`config.mk`:
```
export PLATFORM = sky130hd
export DESIGN_NAME = raccoon_master
export DESIGN_NICKNAME = d
export VERILOG_FILES = /design/src/rtl/raccoon_pkg.sv /design/src/rtl/raccoon_master.sv
export SDC_FILE = /design/constraint.sdc
export NUM_CORES = 1
export LEC_CHECK = 0
export CAP_MARGIN = 20
export CORE_UTILIZATION = 51
export CTS_CLUSTER_SIZE = 20
export DETAILED_ROUTE_END_ITERATION = 12
export PLACE_DENSITY = 0.83
export SYNTH_ARGS = -nofsm -noshare
export SYNTH_HDL_FRONTEND = slang
export SYNTH_SLANG_ARGS = --single-unit
```
`constraint.sdc`:
```
create_clock -name CLK -period 5.4 [get_ports CLK]
set_clock_uncertainty 0.15 [all_clocks]
set_input_delay 1.08 -clock CLK [delete_from_list [all_inputs] [get_ports CLK]]
set_output_delay 1.08 -clock CLK [all_outputs]
set_load 0.03 [all_outputs]
```
`src/rtl/raccoon_pkg.sv`:
```
`default_nettype none
// ============================================================================
// Module      : raccoon_pkg
// Description : Shared definitions for the Raccoon ring master: packet width,
//               packet field bit positions and the master FSM state type.
// Contents    : c_pkt_w          - ring packet width (79)
//               c_valid..c_addr_* - field bit positions inside a packet
//               state_t          - master FSM state encoding
// Revision    : 1.0 - initial release
// ============================================================================
package raccoon_pkg;

  localparam int c_pkt_w    = 79;

  localparam int c_valid    = 78;
  localparam int c_write    = 77;
  localparam int c_resp     = 76;
  localparam int c_id_msb   = 75;
  localparam int c_id_lsb   = 68;
  localparam int c_mask_msb = 67;
  localparam int c_mask_lsb = 64;
  localparam int c_data_msb = 63;
  localparam int c_data_lsb = 32;
  localparam int c_addr_msb = 31;
  localparam int c_addr_lsb = 0;

  typedef enum logic [1:0] {
    ST_IDLE   = 2'd0,
    ST_INSERT = 2'd1,
    ST_WAIT   = 2'd2
  } state_t;

endpackage : raccoon_pkg
`default_nettype wire

```
`src/rtl/raccoon_master.sv`:
```
`default_nettype none
// ============================================================================
// Module      : raccoon_master
// Description : Ring-side request initiator for the Raccoon bus. Takes one
//               load/store at a time from a req/ack client, inserts it as a
//               request packet into the first empty ring slot, removes the
//               matching response and returns read data to the client.
//               Responses carrying this master's ID that do not match the
//               outstanding transaction are removed silently.
// Ports       : CLK, RST_N        - clock, asynchronous active-low reset
//               RaccIn / RaccOut  - ring packet in / out (output registered)
//               REQ, WR, ADDR,
//               WDATA, MASK       - client request, held until ACK
//               ACK, RDATA, ERR   - one-cycle completion, read data, timeout
// Options     : RACCOON_MASTER_TIMEOUT_EN - when defined, WAIT gives up after
//               TIMEOUT_CYCLES cycles and completes with ERR=1.
// Revision    : 1.0 - initial release
// ============================================================================
module raccoon_master
  import raccoon_pkg::*;
#(
  parameter logic [5:0]  MASTER_ID      = 6'd1,
  parameter logic [15:0] TIMEOUT_CYCLES = 16'd1024
) (
  input  logic               CLK,
  input  logic               RST_N,
  input  logic [c_pkt_w-1:0] RaccIn,
  output logic [c_pkt_w-1:0] RaccOut,
  input  logic               REQ,
  input  logic               WR,
  input  logic [31:0]        ADDR,
  input  logic [31:0]        WDATA,
  input  logic [3:0]         MASK,
  output logic               ACK,
  output logic [31:0]        RDATA,
  output logic               ERR
);

  state_t               r_state;
  logic [c_pkt_w-1:0]   r_din;
  logic [c_pkt_w-1:0]   r_out;
  logic [1:0]           r_seq;
  logic [7:0]           r_cur_id;
  logic                 r_wr;
  logic [31:0]          r_addr;
  logic [31:0]          r_wdata;
  logic [3:0]           r_mask;
  logic                 r_ack;
  logic [31:0]          r_rdata;
  logic                 r_err;

  logic                 w_is_resp;
  logic                 w_match;
  logic                 w_stale;
  logic                 w_tmo_hit;
  logic [c_pkt_w-1:0]   w_req_pkt;

  // A response is ours if its ID carries MASTER_ID in the upper bits; only the
  // one whose full ID equals the outstanding transaction (and only in WAIT)
  // completes it, every other one of ours is left over from an abandoned
  // transaction and is pulled off the ring.
  assign w_is_resp = r_din[c_valid] && r_din[c_resp];
  assign w_match   = (r_state == ST_WAIT) && w_is_resp &&
                     (r_din[c_id_msb:c_id_lsb] == r_cur_id);
  assign w_stale   = w_is_resp && !w_match &&
                     (r_din[c_id_msb:c_id_msb-5] == MASTER_ID);

  always_comb begin
    w_req_pkt                         = '0;
    w_req_pkt[c_valid]                = 1'b1;
    w_req_pkt[c_write]                = r_wr;
    w_req_pkt[c_resp]                 = 1'b0;
    w_req_pkt[c_id_msb:c_id_lsb]      = {MASTER_ID, r_seq};
    w_req_pkt[c_mask_msb:c_mask_lsb]  = r_mask;
    w_req_pkt[c_data_msb:c_data_lsb]  = r_wdata;
    w_req_pkt[c_addr_msb:c_addr_lsb]  = r_addr;
  end

`ifdef RACCOON_MASTER_TIMEOUT_EN
  logic [15:0] r_tmo_cnt;

  // Held at zero outside WAIT, so the first WAIT cycle sees a count of zero.
  always_ff @(posedge CLK or negedge RST_N) begin
    if (!RST_N) begin
      r_tmo_cnt <= 16'd0;
    end else if (r_state != ST_WAIT) begin
      r_tmo_cnt <= 16'd0;
    end else begin
      r_tmo_cnt <= r_tmo_cnt + 16'd1;
    end
  end

  assign w_tmo_hit = (r_state == ST_WAIT) && (r_tmo_cnt == TIMEOUT_CYCLES - 16'd1);
`else
  // No timeout: WAIT lasts until the response arrives. TIMEOUT_CYCLES is
  // still referenced so both builds share one parameter list.
  assign w_tmo_hit = 1'b0 && (TIMEOUT_CYCLES != 16'd0);
`endif

  always_ff @(posedge CLK or negedge RST_N) begin
    if (!RST_N) begin
      r_state  <= ST_IDLE;
      r_din    <= '0;
      r_out    <= '0;
      r_seq    <= 2'd0;
      r_cur_id <= 8'd0;
      r_wr     <= 1'b0;
      r_addr   <= 32'd0;
      r_wdata  <= 32'd0;
      r_mask   <= 4'd0;
      r_ack    <= 1'b0;
      r_rdata  <= 32'd0;
      r_err    <= 1'b0;
    end else begin
      r_din <= RaccIn;
      r_ack <= 1'b0;
      // Default ring behaviour: drop our stale responses, forward the rest.
      r_out <= w_stale ? '0 : r_din;

      unique case (r_state)
        ST_IDLE: begin
          // ACK gating keeps a REQ still high during the completion cycle
          // from starting a second copy of the same transaction.
          if (REQ && !r_ack) begin
            r_wr    <= WR;
            r_addr  <= ADDR;
            r_wdata <= WDATA;
            r_mask  <= MASK;
            r_state <= ST_INSERT;
          end
        end

        ST_INSERT: begin
          if (!r_din[c_valid]) begin
            r_out    <= w_req_pkt;
            r_cur_id <= {MASTER_ID, r_seq};
            r_seq    <= r_seq + 2'd1;
            r_state  <= ST_WAIT;
          end
        end

        ST_WAIT: begin
          if (w_match) begin
            r_out   <= '0;
            r_rdata <= r_din[c_write] ? 32'd0 : r_din[c_data_msb:c_data_lsb];
            r_err   <= 1'b0;
            r_ack   <= 1'b1;
            r_state <= ST_IDLE;
          end else if (w_tmo_hit) begin
            r_rdata <= 32'd0;
            r_err   <= 1'b1;
            r_ack   <= 1'b1;
            r_state <= ST_IDLE;
          end
        end

        default: begin
          r_state <= ST_IDLE;
        end
      endcase
    end
  end

  assign RaccOut = r_out;
  assign ACK     = r_ack;
  assign RDATA   = r_rdata;
  assign ERR     = r_err;

endmodule : raccoon_master
`default_nettype wire

```
After elaboration in Yosys (flattened, before gate mapping)
Cells that the tools add are included.
{ "totals": {"output_inout_bits": 113, "in_bits": 151, "reg_bits": 267, "word_cells": 44} }
{ "op_classes": {"bitwise_logic": 1, "n_eq_ne": 7, "n_reduce_logical": 13, "n_mux": 11, "add_sub_neg": 1} }
{ "ops": {"columns": ["operator", "n"], "rows": [
  ["$mux W79", 3],
  ["$pmux W79 S2", 1],
  ["$mux W32", 1],
  ["$eq A8 B3 Y1", 1],
  ["$eq A6 B1 Y1 const B", 1],
  ["$logic_and A1 B1 Y1", 6],
  ["$mux W2", 3],
  ["$ne A2 B2 Y1 const B", 3],
  ["$pmux W2 S3", 1],
  ["$reduce_and A2 Y1", 3],
  ["$reduce_and A3 Y1", 1],
  ["$add A2 B1 Y2 const B", 1],
  ["$eq A2 B1 Y1 const B", 1],
  ["$eq A2 B2 Y1 const B", 1],
  ["$logic_not A1 Y1", 2],
  ["$logic_not A2 Y1", 1],
  ["$mux W1", 2],
  ["$not A1 Y1", 1]
]} }

Longest topological paths before layout
{ "depth": {"word_depth": 9, "depth_mapped": 9, "mapped_depth_nobuf": 7} }

Worst setup path after synthesis
OpenSTA, ideal clock, no wires.
{ "synth_timing": {"path_kind": "input to register", "start": "input REQ", "end": "register r_addr[21]", "path_slack_ns": 2.829, "t_arrival_ns": 2.296, "stages": 5, "path_cell_list": "nor2b_1 -> nand2_1 -> buf_2 -> buf_1 -> mux2_2"} }
{ "synth_between": {"elab_chain_len": 2} }
{ "synth_rtl": {"columns": ["item", "line", "rtl"], "rows": [
  ["start, declared", "raccoon_master.sv:29", "input logic REQ,"],
  ["$logic_and A1 B1 Y1", "raccoon_master.sv:124", "if (REQ && !r_ack) begin"],
  ["$reduce_and A2 Y1 (no source line)", null, null],
  ["end signal, assigned", "raccoon_master.sv:108", "r_addr <= 32'd0;"],
  ["end signal, assigned", "raccoon_master.sv:126", "r_addr <= ADDR;"],
  ["end, declared", "raccoon_master.sv:45", "logic [31:0] r_addr;"]
]} }
No other way between the ends.
A chain may end at the register's enable or synchronous reset.

Worst setup path in the final report
{ "layout_timing": {"start": "register r_state[0]", "end": "register r_out[9], in the netlist RaccOut[9]"} }
{ "layout_between": {"elab_chain_len": 9} }
{ "layout_rtl": {"columns": ["item", "line", "rtl"], "rows": [
  ["start, declared", "raccoon_master.sv:39", "state_t r_state;"],
  ["start signal, assigned", "raccoon_master.sv:102", "r_state <= ST_IDLE;"],
  ["start signal, assigned", "raccoon_master.sv:129", "r_state <= ST_INSERT;"],
  ["start signal, assigned", "raccoon_master.sv:138", "r_state <= ST_WAIT;"],
  ["$eq A2 B2 Y1", "raccoon_master.sv:63, raccoon_master.sv:120", null],
  ["$logic_and A1 B1 Y1 (2 in a row)", "raccoon_master.sv:63", "assign w_match = (r_state == ST_WAIT) && w_is_resp &&"],
  ["$logic_not A1 Y1", "raccoon_master.sv:65", "assign w_stale = w_is_resp && !w_match &&"],
  ["$logic_and A1 B1 Y1 (2 in a row)", "raccoon_master.sv:65", null],
  ["$mux W79", "raccoon_master.sv:118", "r_out <= w_stale ? '0 : r_din;"],
  ["$mux W79, on equally long branches", "raccoon_master.sv:143, raccoon_master.sv:134", null],
  ["$pmux W79 S2 *", "raccoon_master.sv:120", "unique case (r_state)"],
  ["end signal, assigned", "raccoon_master.sv:118", null],
  ["end signal, assigned", "raccoon_master.sv:135", "r_out <= w_req_pkt;"],
  ["end, declared", "raccoon_master.sv:41", "logic [c_pkt_w-1:0] r_out;"]
]} }
Mark *: on every way between the ends. The rest lies on a longest branch, timed or not.

==> flow_summary_export.csv <==
group,metric,value,unit
detailed_routing,dr_total_vias,5712,
detailed_routing,dr.pass1.iters,4,
synthesis,synth_fp_nets,752,
sta,slew_headroom,0.260,
sta,hold_violations,0,
cells_and_area,fin_cells,1103,
floorplanning,rows,48,
global_route,grt_pass1_wl,32.1,mm
clock_tree,numCtsBuffers,26,
synthesis,yosys.cell_types.count,31,
sta,fin_crit,3.12,ns
setup_path,start_kind,"flop",
synthesis,muxShareOfSynthArea,0.0861,
power,leakage,5.69,nW
placement,dp_hpwl,13.6,mm
clock_tree,ctsHoldBuffers,0,
detailed_routing,drt-total-wl,20.6,mm
detailed_routing,drc,0,
synthesis,syn_avg_cell_area,15.3,µm²
global_route,grt_antenna_before_repair,0,
floorplanning,die_w,136,µm
sta,report.final.slew_viol_count,0,
synthesis,synth_compound_area_frac,0.0955,
run_status,status,"finished, final reports clean",
detailed_routing,via_per_inst,5.18,
power,power_density,555,nW/µm²
synthesis,yosys_warnings,0,
placement,portBuffers,262,
placement,gp_congestion,0.783,
floorplanning,core,17400,µm²
clock_tree,clock-sinks,267,
setup_path,required,5.72,ns
cells_and_area,nFillCells,1071,
cells_and_area,nets,1012,
detailed_routing,ant_nets,0,
clock_tree,clkTransAtPathRegs,0.06,ns
power,ir_drop,0.350,mV
setup_path,crit_path_max_fanout,46,
synthesis,synth_seq_cells,267,
synthesis,synth_top_family_by_area,"compound AO/OA/AOI/OAI gates",
sta,fin_tns_setup,0,ns
clock_tree,cts_tree,"built",
floorplanning,start_util,0.525,
floorplanning,ios,264,
cells_and_area,diodes,0,
sta,tightest_slew,1.11,ns
job,drv_cap,0,
sta,final-setup-viol-count,0,
synthesis,synthAdderAreaFrac,0.00410,
sta,grt_setup_unrepaired,"no",
cells_and_area,drive_above_1_share,0.145,
global_route,grt_max_degree,133,
cells_and_area,syn2layout_area_growth,40.2,%
global_route,gr-total-overflow,0,
clock_tree,cts_setup_buffers,0,
synthesis,yosys.area_share.simple,0.0568,
clock_tree,clk_latency,0.53,ns
floorplanning,die_area,18500,µm²
clock_tree,cts_htree_levels,1,
clock_tree,cts-root-buf,"clkbuf_16",
sta,fmax,0.321,GHz
detailed_routing,wl_per_cell,18.7,µm
sta,timing.final.crit_share,0.577,
clock_tree,clk_path_buf_depth,3,
synthesis,synth_cells,598,
synthesis,yosysSeqAreaShare,0.731,
placement,dp.cells,1054,
floorplanning,die_h,136,µm
setup_path,crit_arrival,3.43,ns
setup_path,criticalPathCategory,"flop to flop",
global_route,grt_pass1_vias,6033,
global_route,grt_usage,0.228,
synthesis,synth_area,9150,µm²
synthesis,synthXorXnorAreaFrac,0.00479,
clock_tree,cts-resized-gates,0,
detailed_routing,first_iter_violations,246,
setup_path,cp-end-kind,"flop",
hold_path,hold_class,"flop to flop",
[critical path, stage by stage (launching register included)]
cell and delay [ns]:
dfrtp_1 0.40, inv_1 0.08, ha_1 0.27, nand2_1 0.12
nor4_4 0.28, mux2i_1 0.20, a21oi_4 0.72, buf_4 0.58
a22o_1 0.22
[synthesized netlist by cell type, drive strengths merged]
| cell | count | area share |
|---|---|---|
| a22o | 71 | 0.068 |
| mux2i | 1 | 0.0011 |
| nand2b | 35 | 0.024 |
| clkbuf | 16 | 0.0066 |
| and3 | 1 | 0.00068 |
| and2 | 2 | 0.0014 |
| nand2 | 46 | 0.019 |
| nor4 | 1 | 0.0023 |
| o221a | 1 | 0.0012 |
| and4 | 1 | 0.00096 |
| a21oi | 4 | 0.0034 |
| a211o | 1 | 0.00096 |
| inv | 2 | 0.00082 |
| nor2b | 9 | 0.0062 |
| buf | 19 | 0.014 |
| nor2 | 4 | 0.0016 |
| o21ai | 34 | 0.019 |
| a31oi | 1 | 0.00068 |
| ha | 3 | 0.0041 |
| xnor2 | 2 | 0.0019 |
| and2b | 1 | 0.00082 |
| dfrtp | 267 | 0.73 |
| a22oi | 2 | 0.0016 |
| xor2 | 3 | 0.0029 |
| conb | 1 | 0.00041 |
| a2bb2oi | 1 | 0.00096 |
| mux2 | 69 | 0.085 |
[cell type report]
class	instances	area, µm²	share of cell area
flip-flops and latches	267	6680	0.521
repair buffers	267	2690	0.210
multi-input cells	294	2280	0.177
clock buffers	32	713	0.0556
well taps	225	282	0.0220
clock inverters	16	173	0.0135
inverters	2	7.51	0.000585
[power by group]
group	leakage [nW]	total, mW	switching [mW]	internal (mW)
Combinational	1.99	2.41	1.30	1.11
Clock	0.445	1.83	0.745	1.09
Sequential	3.25	2.87	0.273	2.60
[through the flow]
| stage | utilization | hold WS (ns) | total power, mW | cell area, µm² | worst slack, ns |
|---|---|---|---|---|---|
| finish | 0.736 | 0.306 | 7.12 | 12800 | 2.28 |
| CTS | 0.735 | 0.308 | 7.17 | 12800 | 2.30 |
| detailed placement | 0.684 | 0.297 | 5.32 | 11900 | 2.15 |
| global placement | 0.684 | 0.296 | 5.23 | 11900 | 2.17 |
| floorplan | - | 0.293 | 4.38 | 9150 | 2.83 |
| global route | 0.736 | 0.317 | 7.43 | 12800 | 2.06 |
[registers in the layout (all words and copies together), names as in the netlist, 2 cells and up]
signal,cells
r_addr,32
r_din,79
r_wdata,32
RaccOut,79
r_cur_id,3
r_mask,4
r_state,2
r_seq,2
RDATA,32
[layer usage]
layer / part of all wire / track usage / routed length (µm) / vias up
met2: 0.50 / 0.388 / 10300 / 211
li1: - / - / - / 2590
met4: 0.033 / 0.0765 / 680 / 0
met5: 0 / 0 / 0 / -
met3: 0.072 / 0.0623 / 1490 / 50
met1: 0.40 / 0.281 / 8160 / 2861
[worst paths after layout]
kind	from	to	slack, ns	cells past startpoint
worst max-delay path	r_state[0]	RaccOut[9]	2.28	8
worst min-delay path	r_din[27]	RaccOut[27]	0.31	1
worst max register to register	r_state[0]	RaccOut[9]	2.28	8
worst min register to register	r_din[27]	RaccOut[27]	0.31	1
max in group asynchronous	RST_N	RDATA[13]	3.57	2
min in group asynchronous	RST_N	r_wdata[3]	0.37	1
[layout by cell type, fill, tap and decap left out, types with 2 or more instances in the layout]
master	n
buf_12	2
a22o_1	71
o21ai_0	34
bufinv_16	3
clkinv_2	10
nand2_1	44
nor2_1	4
nor2b_1	9
xor2_1	3
mux2_2	69
a21oi_1	3
inv_1	2
ha_1	3
a22oi_1	2
nand2b_1	35
clkdlybuf4s50_1	261
dfrtp_1	267
clkbuf_16	26
xnor2_1	2
buf_4	3
clkbuf_8	4
clkbuf_1	2
[kinds of logic (layout without fill, tap and decap cells)]
logic type,count (synthesis),in the layout
other,1,1
AOI/OAI and AO/OA,115,115
and+or+nand+nor,100,100
buffers and inverters,37,317
DFF,267,267
muxes,70,70
adders and majority gates,3,3
xor gates and xnor gates,5,5
Note: power is estimated with default switching activity, not from simulation.
